File: config.mk
export PLATFORM = sky130hd
export DESIGN_NAME = csr_access_ctrl_flat
export DESIGN_NICKNAME = d
export VERILOG_FILES = /design/src/rtl/csr_pkg.sv /design/src/rtl/csr_access_ctrl_if.sv /design/src/rtl/csr_alu.sv /design/src/rtl/csr_access_ctrl.sv /design/src/flat_wrapper.sv
export SDC_FILE = /design/constraint.sdc
export NUM_CORES = 1
export LEC_CHECK = 0
export CORE_ASPECT_RATIO = 0.6
export CORE_MARGIN = 2
export CORE_UTILIZATION = 47
export CTS_CLUSTER_DIAMETER = 30
export DETAILED_ROUTE_END_ITERATION = 8
export GPL_ROUTABILITY_DRIVEN = 0
export GPL_TIMING_DRIVEN = 0
export PLACE_DENSITY_LB_ADDON = 0.2
export SLEW_MARGIN = 20
export SYNTH_ARGS = -nofsm -noshare
export SYNTH_HDL_FRONTEND = slang
export SYNTH_SLANG_ARGS = --single-unit
File: constraint.sdc
create_clock -name clk -period 1.9 [get_ports clk]
set_input_delay 0.19 -clock clk [delete_from_list [all_inputs] [get_ports clk]]
set_output_delay 0.19 -clock clk [all_outputs]
set_load 0.02 [all_outputs]
File: src/rtl/csr_pkg.sv
// Shared types and constants for the Zicsr access controller.
package csr_pkg;

  typedef enum logic [2:0] {
    CSR_RW  = 3'b001,
    CSR_RS  = 3'b010,
    CSR_RC  = 3'b011,
    CSR_RWI = 3'b101,
    CSR_RSI = 3'b110,
    CSR_RCI = 3'b111
  } csr_op_t;

  typedef enum logic [1:0] {
    ST_IDLE,
    ST_READ,
    ST_WRITE,
    ST_RESP
  } csr_ctrl_state_t;

  // CSR addresses with this top field are read-only.
  localparam logic [1:0] CSR_RO_BITS = 2'b11;

  function automatic logic funct3_legal(input logic [2:0] f3);
    return f3[1:0] != 2'b00;
  endfunction

endpackage

File: src/rtl/csr_access_ctrl_if.sv
// Request, CSR-file and response signals of the Zicsr access controller.
interface csr_access_ctrl_if #(parameter int XLEN = 32);
  logic            i_req_valid;
  logic            o_req_ready;
  logic [2:0]      i_funct3;
  logic [11:0]     i_csr_id;
  logic [XLEN-1:0] i_rs1_data;
  logic [4:0]      i_rs1_idx;
  logic [11:0]     o_csr_id;
  logic            i_csr_hit;
  logic [XLEN-1:0] i_csr_rdata;
  logic            o_csr_we;
  logic [XLEN-1:0] o_csr_wdata;
  logic            o_rsp_valid;
  logic            i_rsp_ready;
  logic [XLEN-1:0] o_rsp_rdata;
  logic            o_rsp_illegal;

  modport slave (
    input  i_req_valid, i_funct3, i_csr_id, i_rs1_data, i_rs1_idx,
    input  i_csr_hit, i_csr_rdata, i_rsp_ready,
    output o_req_ready, o_csr_id, o_csr_we, o_csr_wdata,
    output o_rsp_valid, o_rsp_rdata, o_rsp_illegal
  );

  modport master (
    output i_req_valid, i_funct3, i_csr_id, i_rs1_data, i_rs1_idx,
    output i_csr_hit, i_csr_rdata, i_rsp_ready,
    input  o_req_ready, o_csr_id, o_csr_we, o_csr_wdata,
    input  o_rsp_valid, o_rsp_rdata, o_rsp_illegal
  );
endinterface

File: src/rtl/csr_alu.sv
// Combinational read-modify-write value computation for Zicsr ops.
module csr_alu
  import csr_pkg::*;
#(
  parameter int XLEN = 32
) (
  input  logic [2:0]      op,
  input  logic [XLEN-1:0] old_val,
  input  logic [XLEN-1:0] operand,
  input  logic [4:0]      rs1_idx,
  output logic [XLEN-1:0] new_val,
  output logic            do_write
);

  always_comb begin
    new_val  = '0;
    do_write = 1'b0;
    case (op)
      CSR_RW, CSR_RWI: begin
        new_val  = operand;
        do_write = 1'b1;
      end
      CSR_RS, CSR_RSI: begin
        new_val  = old_val | operand;
        do_write = (rs1_idx != 5'd0);
      end
      CSR_RC, CSR_RCI: begin
        new_val  = old_val & ~operand;
        do_write = (rs1_idx != 5'd0);
      end
      default: ;
    endcase
  end

endmodule

File: src/rtl/csr_access_ctrl.sv
// Sequences one Zicsr read-modify-write against the CSR file per request.
//   state | meaning
//   IDLE  | ready for a request, latches operands on accept
//   READ  | CSR file addressed, old value / hit sampled, result computed
//   WRITE | write strobe issued if the access writes and is legal
//   RESP  | response held until the consumer accepts it
module csr_access_ctrl
  import csr_pkg::*;
#(
  parameter int XLEN = 32
) (
  input  logic            clk,
  input  logic            reset,
  csr_access_ctrl_if.slave bus
);

  csr_ctrl_state_t state_q, state_d;

  logic [2:0]      funct3_q;
  logic [11:0]     csr_id_q;
  logic [XLEN-1:0] rs1_data_q;
  logic [4:0]      rs1_idx_q;
  logic [XLEN-1:0] old_q;
  logic [XLEN-1:0] wdata_q;
  logic            we_q;
  logic            illegal_q;

  logic [XLEN-1:0] operand;
  logic [XLEN-1:0] new_val;
  logic            do_write;
  logic            illegal;

  assign operand = funct3_q[2] ? {{(XLEN-5){1'b0}}, rs1_idx_q} : rs1_data_q;

  csr_alu #(.XLEN(XLEN)) u_alu (
    .op       (funct3_q),
    .old_val  (bus.i_csr_rdata),
    .operand  (operand),
    .rs1_idx  (rs1_idx_q),
    .new_val  (new_val),
    .do_write (do_write)
  );

  assign illegal = !funct3_legal(funct3_q) || !bus.i_csr_hit ||
                   (do_write && (csr_id_q[11:10] == CSR_RO_BITS));

  always_ff @(posedge clk) begin
    if (reset) state_q <= ST_IDLE;
    else       state_q <= state_d;
  end

  always_ff @(posedge clk) begin
    if (reset) begin
      funct3_q   <= '0;
      csr_id_q   <= '0;
      rs1_data_q <= '0;
      rs1_idx_q  <= '0;
      old_q      <= '0;
      wdata_q    <= '0;
      we_q       <= 1'b0;
      illegal_q  <= 1'b0;
    end else begin
      if (state_q == ST_IDLE && bus.i_req_valid) begin
        funct3_q   <= bus.i_funct3;
        csr_id_q   <= bus.i_csr_id;
        rs1_data_q <= bus.i_rs1_data;
        rs1_idx_q  <= bus.i_rs1_idx;
      end
      if (state_q == ST_READ) begin
        // Illegal accesses must not leak the CSR contents.
        old_q     <= illegal ? '0 : bus.i_csr_rdata;
        wdata_q   <= new_val;
        we_q      <= do_write && !illegal;
        illegal_q <= illegal;
      end
    end
  end

  always_comb begin
    state_d           = state_q;
    bus.o_req_ready   = 1'b0;
    bus.o_csr_we      = 1'b0;
    bus.o_rsp_valid   = 1'b0;
    bus.o_rsp_rdata   = '0;
    bus.o_rsp_illegal = 1'b0;
    case (state_q)
      ST_IDLE: begin
        bus.o_req_ready = 1'b1;
        if (bus.i_req_valid) state_d = ST_READ;
      end
      ST_READ:  state_d = ST_WRITE;
      ST_WRITE: begin
        bus.o_csr_we = we_q;
        state_d      = ST_RESP;
      end
      ST_RESP: begin
        bus.o_rsp_valid   = 1'b1;
        bus.o_rsp_rdata   = old_q;
        bus.o_rsp_illegal = illegal_q;
        if (bus.i_rsp_ready) state_d = ST_IDLE;
      end
      default: state_d = ST_IDLE;
    endcase
  end

  assign bus.o_csr_id    = csr_id_q;
  assign bus.o_csr_wdata = wdata_q;

endmodule

File: src/flat_wrapper.sv
// flat-port wrapper written by rule: the top's interface ports become plain ports
module csr_access_ctrl_flat import csr_pkg::*;
#(
  parameter int XLEN = 32
)
  (clk, reset, bus_i_req_valid, bus_i_funct3, bus_i_csr_id, bus_i_rs1_data, bus_i_rs1_idx, bus_i_csr_hit, bus_i_csr_rdata, bus_i_rsp_ready, bus_o_req_ready, bus_o_csr_id, bus_o_csr_we, bus_o_csr_wdata, bus_o_rsp_valid, bus_o_rsp_rdata, bus_o_rsp_illegal);
  csr_access_ctrl_if #(.XLEN(XLEN)) bus_i ();
  input  logic clk;
  input  logic reset;
  input wire logic [$bits(bus_i.i_req_valid)-1:0] bus_i_req_valid;
  input wire logic [$bits(bus_i.i_funct3)-1:0] bus_i_funct3;
  input wire logic [$bits(bus_i.i_csr_id)-1:0] bus_i_csr_id;
  input wire logic [$bits(bus_i.i_rs1_data)-1:0] bus_i_rs1_data;
  input wire logic [$bits(bus_i.i_rs1_idx)-1:0] bus_i_rs1_idx;
  input wire logic [$bits(bus_i.i_csr_hit)-1:0] bus_i_csr_hit;
  input wire logic [$bits(bus_i.i_csr_rdata)-1:0] bus_i_csr_rdata;
  input wire logic [$bits(bus_i.i_rsp_ready)-1:0] bus_i_rsp_ready;
  output wire logic [$bits(bus_i.o_req_ready)-1:0] bus_o_req_ready;
  output wire logic [$bits(bus_i.o_csr_id)-1:0] bus_o_csr_id;
  output wire logic [$bits(bus_i.o_csr_we)-1:0] bus_o_csr_we;
  output wire logic [$bits(bus_i.o_csr_wdata)-1:0] bus_o_csr_wdata;
  output wire logic [$bits(bus_i.o_rsp_valid)-1:0] bus_o_rsp_valid;
  output wire logic [$bits(bus_i.o_rsp_rdata)-1:0] bus_o_rsp_rdata;
  output wire logic [$bits(bus_i.o_rsp_illegal)-1:0] bus_o_rsp_illegal;
  assign bus_i.i_req_valid = bus_i_req_valid;
  assign bus_i.i_funct3 = bus_i_funct3;
  assign bus_i.i_csr_id = bus_i_csr_id;
  assign bus_i.i_rs1_data = bus_i_rs1_data;
  assign bus_i.i_rs1_idx = bus_i_rs1_idx;
  assign bus_i.i_csr_hit = bus_i_csr_hit;
  assign bus_i.i_csr_rdata = bus_i_csr_rdata;
  assign bus_i.i_rsp_ready = bus_i_rsp_ready;
  assign bus_o_req_ready = bus_i.o_req_ready;
  assign bus_o_csr_id = bus_i.o_csr_id;
  assign bus_o_csr_we = bus_i.o_csr_we;
  assign bus_o_csr_wdata = bus_i.o_csr_wdata;
  assign bus_o_rsp_valid = bus_i.o_rsp_valid;
  assign bus_o_rsp_rdata = bus_i.o_rsp_rdata;
  assign bus_o_rsp_illegal = bus_i.o_rsp_illegal;
  csr_access_ctrl #(.XLEN(XLEN)) u_core (.clk(clk), .reset(reset), .bus(bus_i));
endmodule
==> impl_metrics.py <==
metrics = {
    "run_status": {
        "status": "finished clean",
    },
    "timing": {
        "tightest_slew_ns": 0.660,
        "max-slew-margin-rel_pct": 56.0,
        "finClkSkew_ns": 0.0110,
        "final_max_slew_viol_count": 0,
        "finalHoldViolations": 0,
        "tns_ns": 0,
        "period_minus_slack_ns": 1.81,
        "timing.final.crit_share_pct": 95.3,
        "rsz0062_at_grt": "false",
        "setup_violations": 0,
        "holdWs_ns": 0.329,
        "max_freq_ghz": 0.552,
    },
    "cts": {
        "postCtsSetupRepairBufs": 0,
        "htree_levels": 4,
        "root_buffer": "clkbuf_16",
        "cts_buffers": 17,
        "cts_num_sinks": 120,
        "cts-hold-fix-buffers": 0,
        "cts_buffer_depth": 2,
        "cts_tree": "done",
        "clock_latency_ns": 0.41,
        "clk_pin_slew_ns": 0.05,
    },
    "synth": {
        "synth_nets": 708,
        "synthesis.area_mm2": 0.00532,
        "async_flop_share_pct": 0,
        "synth-warning-count": 0,
        "ys_types": 28,
        "syn_avg_cell_area_um2": 8.65,
        "syn_inst": 615,
        "ys_seq_area_share_pct": 45.1,
        "ys.flop_type": "dfxtp_1",
        "synth-edff-count": 0,
        "ys_ff_latch": 120,
    },
    "floorplan": {
        "num_rows": 30,
        "core_mm2": 0.0112,
        "die_y_um": 86.4,
        "start_util_pct": 47.6,
        "design.die.area_mm2": 0.0122,
        "die_x_um": 141,
        "ios": 169,
    },
    "grt": {
        "antenna_found_initial": 0,
        "grt_pass1_vias": 4866,
        "track_usage_pct": 26.2,
        "grt_max_degree": 17,
        "grt_pass1_wl_um": 24700,
        "overflow": 0,
    },
    "placed_design": {
        "place_area_mm2": 0.00717,
        "hpwlAfterDp_um": 11700,
        "io_buffers": 167,
    },
    "worst_setup_path": {
        "crit_arrival_ns": 1.62,
        "r2r-start": "u_core.state_q[1]",
        "cp.required_ns": 1.71,
        "critPathLaunchType": "flip-flop",
        "worstPathMaxFanout": 10,
        "worstSetupPathType": "reg -> out",
        "end_kind": "primary output",
        "startpoint": "u_core.state_q[0]",
    },
    "detailed_routing": {
        "viasPerCell": 5.32,
        "via_count": 5083,
        "route.detailed.drc": 0,
        "wl_um": 15700,
        "drt_iter0_markers": 272,
        "wl_per_cell_um": 16.5,
        "first_pass_iters": 4,
        "ant_nets": 0,
    },
    "final_layout": {
        "num_antenna_cells": 0,
        "syn_to_final_growth_pct": 47.6,
        "fin_nets": 894,
        "design_area_mm2": 0.00786,
        "drive_gt1_share_pct": 16.5,
    },
    "power": {
        "ir_drop_mv": 0.793,
        "leakagePower_nw": 2.90,
        "power.density_mw_per_mm2": 1470,
    },
    "min_path": {
        "hold_class": "in -> reg",
        "min_from": "bus_i_rs1_data[27]",
    },
    "flow_run": {
        "drv_cap": 0,
    },
}
==> cells by family (layout without fill, tap and decap cells) <==
group | count (synthesis) | count (layout) | synth area share (%)
muxes | 38 | 38 | 7.15
buffers and inverters | 55 | 252 | 5.27
xor gates and xnor gates | 1 | 1 | 0.306
AOI/OAI and AO/OA | 94 | 94 | 11.3
and+or+nand+nor | 303 | 303 | 29.9
DFF | 120 | 120 | 45.1
adders and majority gates | 4 | 4 | 0.940
==> per-layer routing <==
metal / track usage (%) / share of wire [%] / up-vias
li1: - / - / 2464
met1: 35.5 / 46 / 2412
met2: 41.0 / 44 / 191
met3: 7.02 / 8.7 / 16
met4: 8.27 / 0.98 / 0
met5: 0 / 0 / -
==> area by class of cell <==
| type | instances | area [um^2] |
|---|---|---|
| Clock buffer | 23 | 488 |
| Fill cell | 868 | 3330 |
| Sequential cell | 120 | 2400 |
| Timing Repair Buffer | 167 | 1680 |
| Tap cell | 144 | 180 |
| Clock inverter | 7 | 141 |
| Multi-Input combinational cell | 440 | 2660 |
| Inverter | 4 | 15.0 |
| Buffer | 51 | 292 |
==> sequential cells by signal, summed over array words and instances (netlist names), 2 cells and up <==
signal / count
u_core.bus.o_csr_wdata: 32
u_core.old_q: 32
u_core.state_q: 2
u_core.funct3_q: 3
u_core.bus.o_csr_id: 12
u_core.rs1_idx_q: 5
u_core.rs1_data_q: 32
==> path summary, 6_finish.rpt <==
| check | endpoint | slack (ns) | cells past startpoint |
|---|---|---|---|
| worst min-delay path | u_core.rs1_data_q[27] | 0.33 | 3 |
| worst max-delay path | bus_o_rsp_rdata[19] | 0.09 | 4 |
| worst min register to register | u_core.bus.o_csr_id[8] | 0.45 | 2 |
| worst max register to register | u_core.old_q[23] | 0.15 | 7 |
==> where the power goes <==
group	internal, mW	switching (mW)	total [mW]
clock network	2.32	1.10	3.42
logic	1.88	2.56	4.45
registers	3.23	0.418	3.65
total	7.44	4.08	11.5
==> synth_stat cells, types with 3 or more instances <==
cell type / n / area [um^2]
buf_2: 17 / 85.1
nand2_1: 107 / 402
a21oi_1: 54 / 270
a31oi_1: 5 / 31.3
buf_6: 7 / 78.8
mux2i_1: 38 / 380
dfxtp_1: 120 / 2400
and2_1: 35 / 219
a311oi_1: 28 / 245
clkbuf_1: 27 / 101
ha_1: 4 / 50.1
inv_1: 3 / 11.3
nor3_2: 30 / 300
nand2b_1: 27 / 169
nor3_1: 31 / 155
nor2_1: 47 / 176
nor2_2: 20 / 125
a211oi_1: 5 / 37.5
==> cell usage in the layout (no fill, tap or decap), types with 19 or more instances in the layout <==
cell / instances
dfxtp_1: 118
and2_1: 35
a311oi_1: 28
nand2b_1: 27
nor3_1: 31
nor2_1: 47
a21oi_1: 54
clkdlybuf4s50_1: 132
nor3_2: 30
mux2i_1: 38
nand2_1: 107
clkbuf_1: 25
nor2_2: 20
clkdlybuf4s15_2: 19
==> what timing repair did <==
action / 4_1_cts / 5_1_grt
pin swaps: 0 / 1
setup endpoints to repair: 36 / 91
resized for setup: 95 / 10
==> worst max-delay path: stages, from the launching register on <==
cell and delay [ns]:
dfxtp_2 0.37, ha_4 0.20, clkbuf_4 0.20, and2_1 0.14, clkdlybuf4s15_1 0.30
==> per-stage QoR <==
step	power (mW)	instances	util, %	setup slack, ns
4_1_cts	11.5	956	70.2	0.000795
5_1_grt	12.1	956	70.3	0.00635
6_report	11.5	956	70.3	0.0890
3_5_place_dp	8.08	926	64.1	-0.273
2_1_floorplan	6.40	615	-	0.383
3_3_place_gp	7.90	926	64.1	-0.219
(Power assumes the default switching activity.)
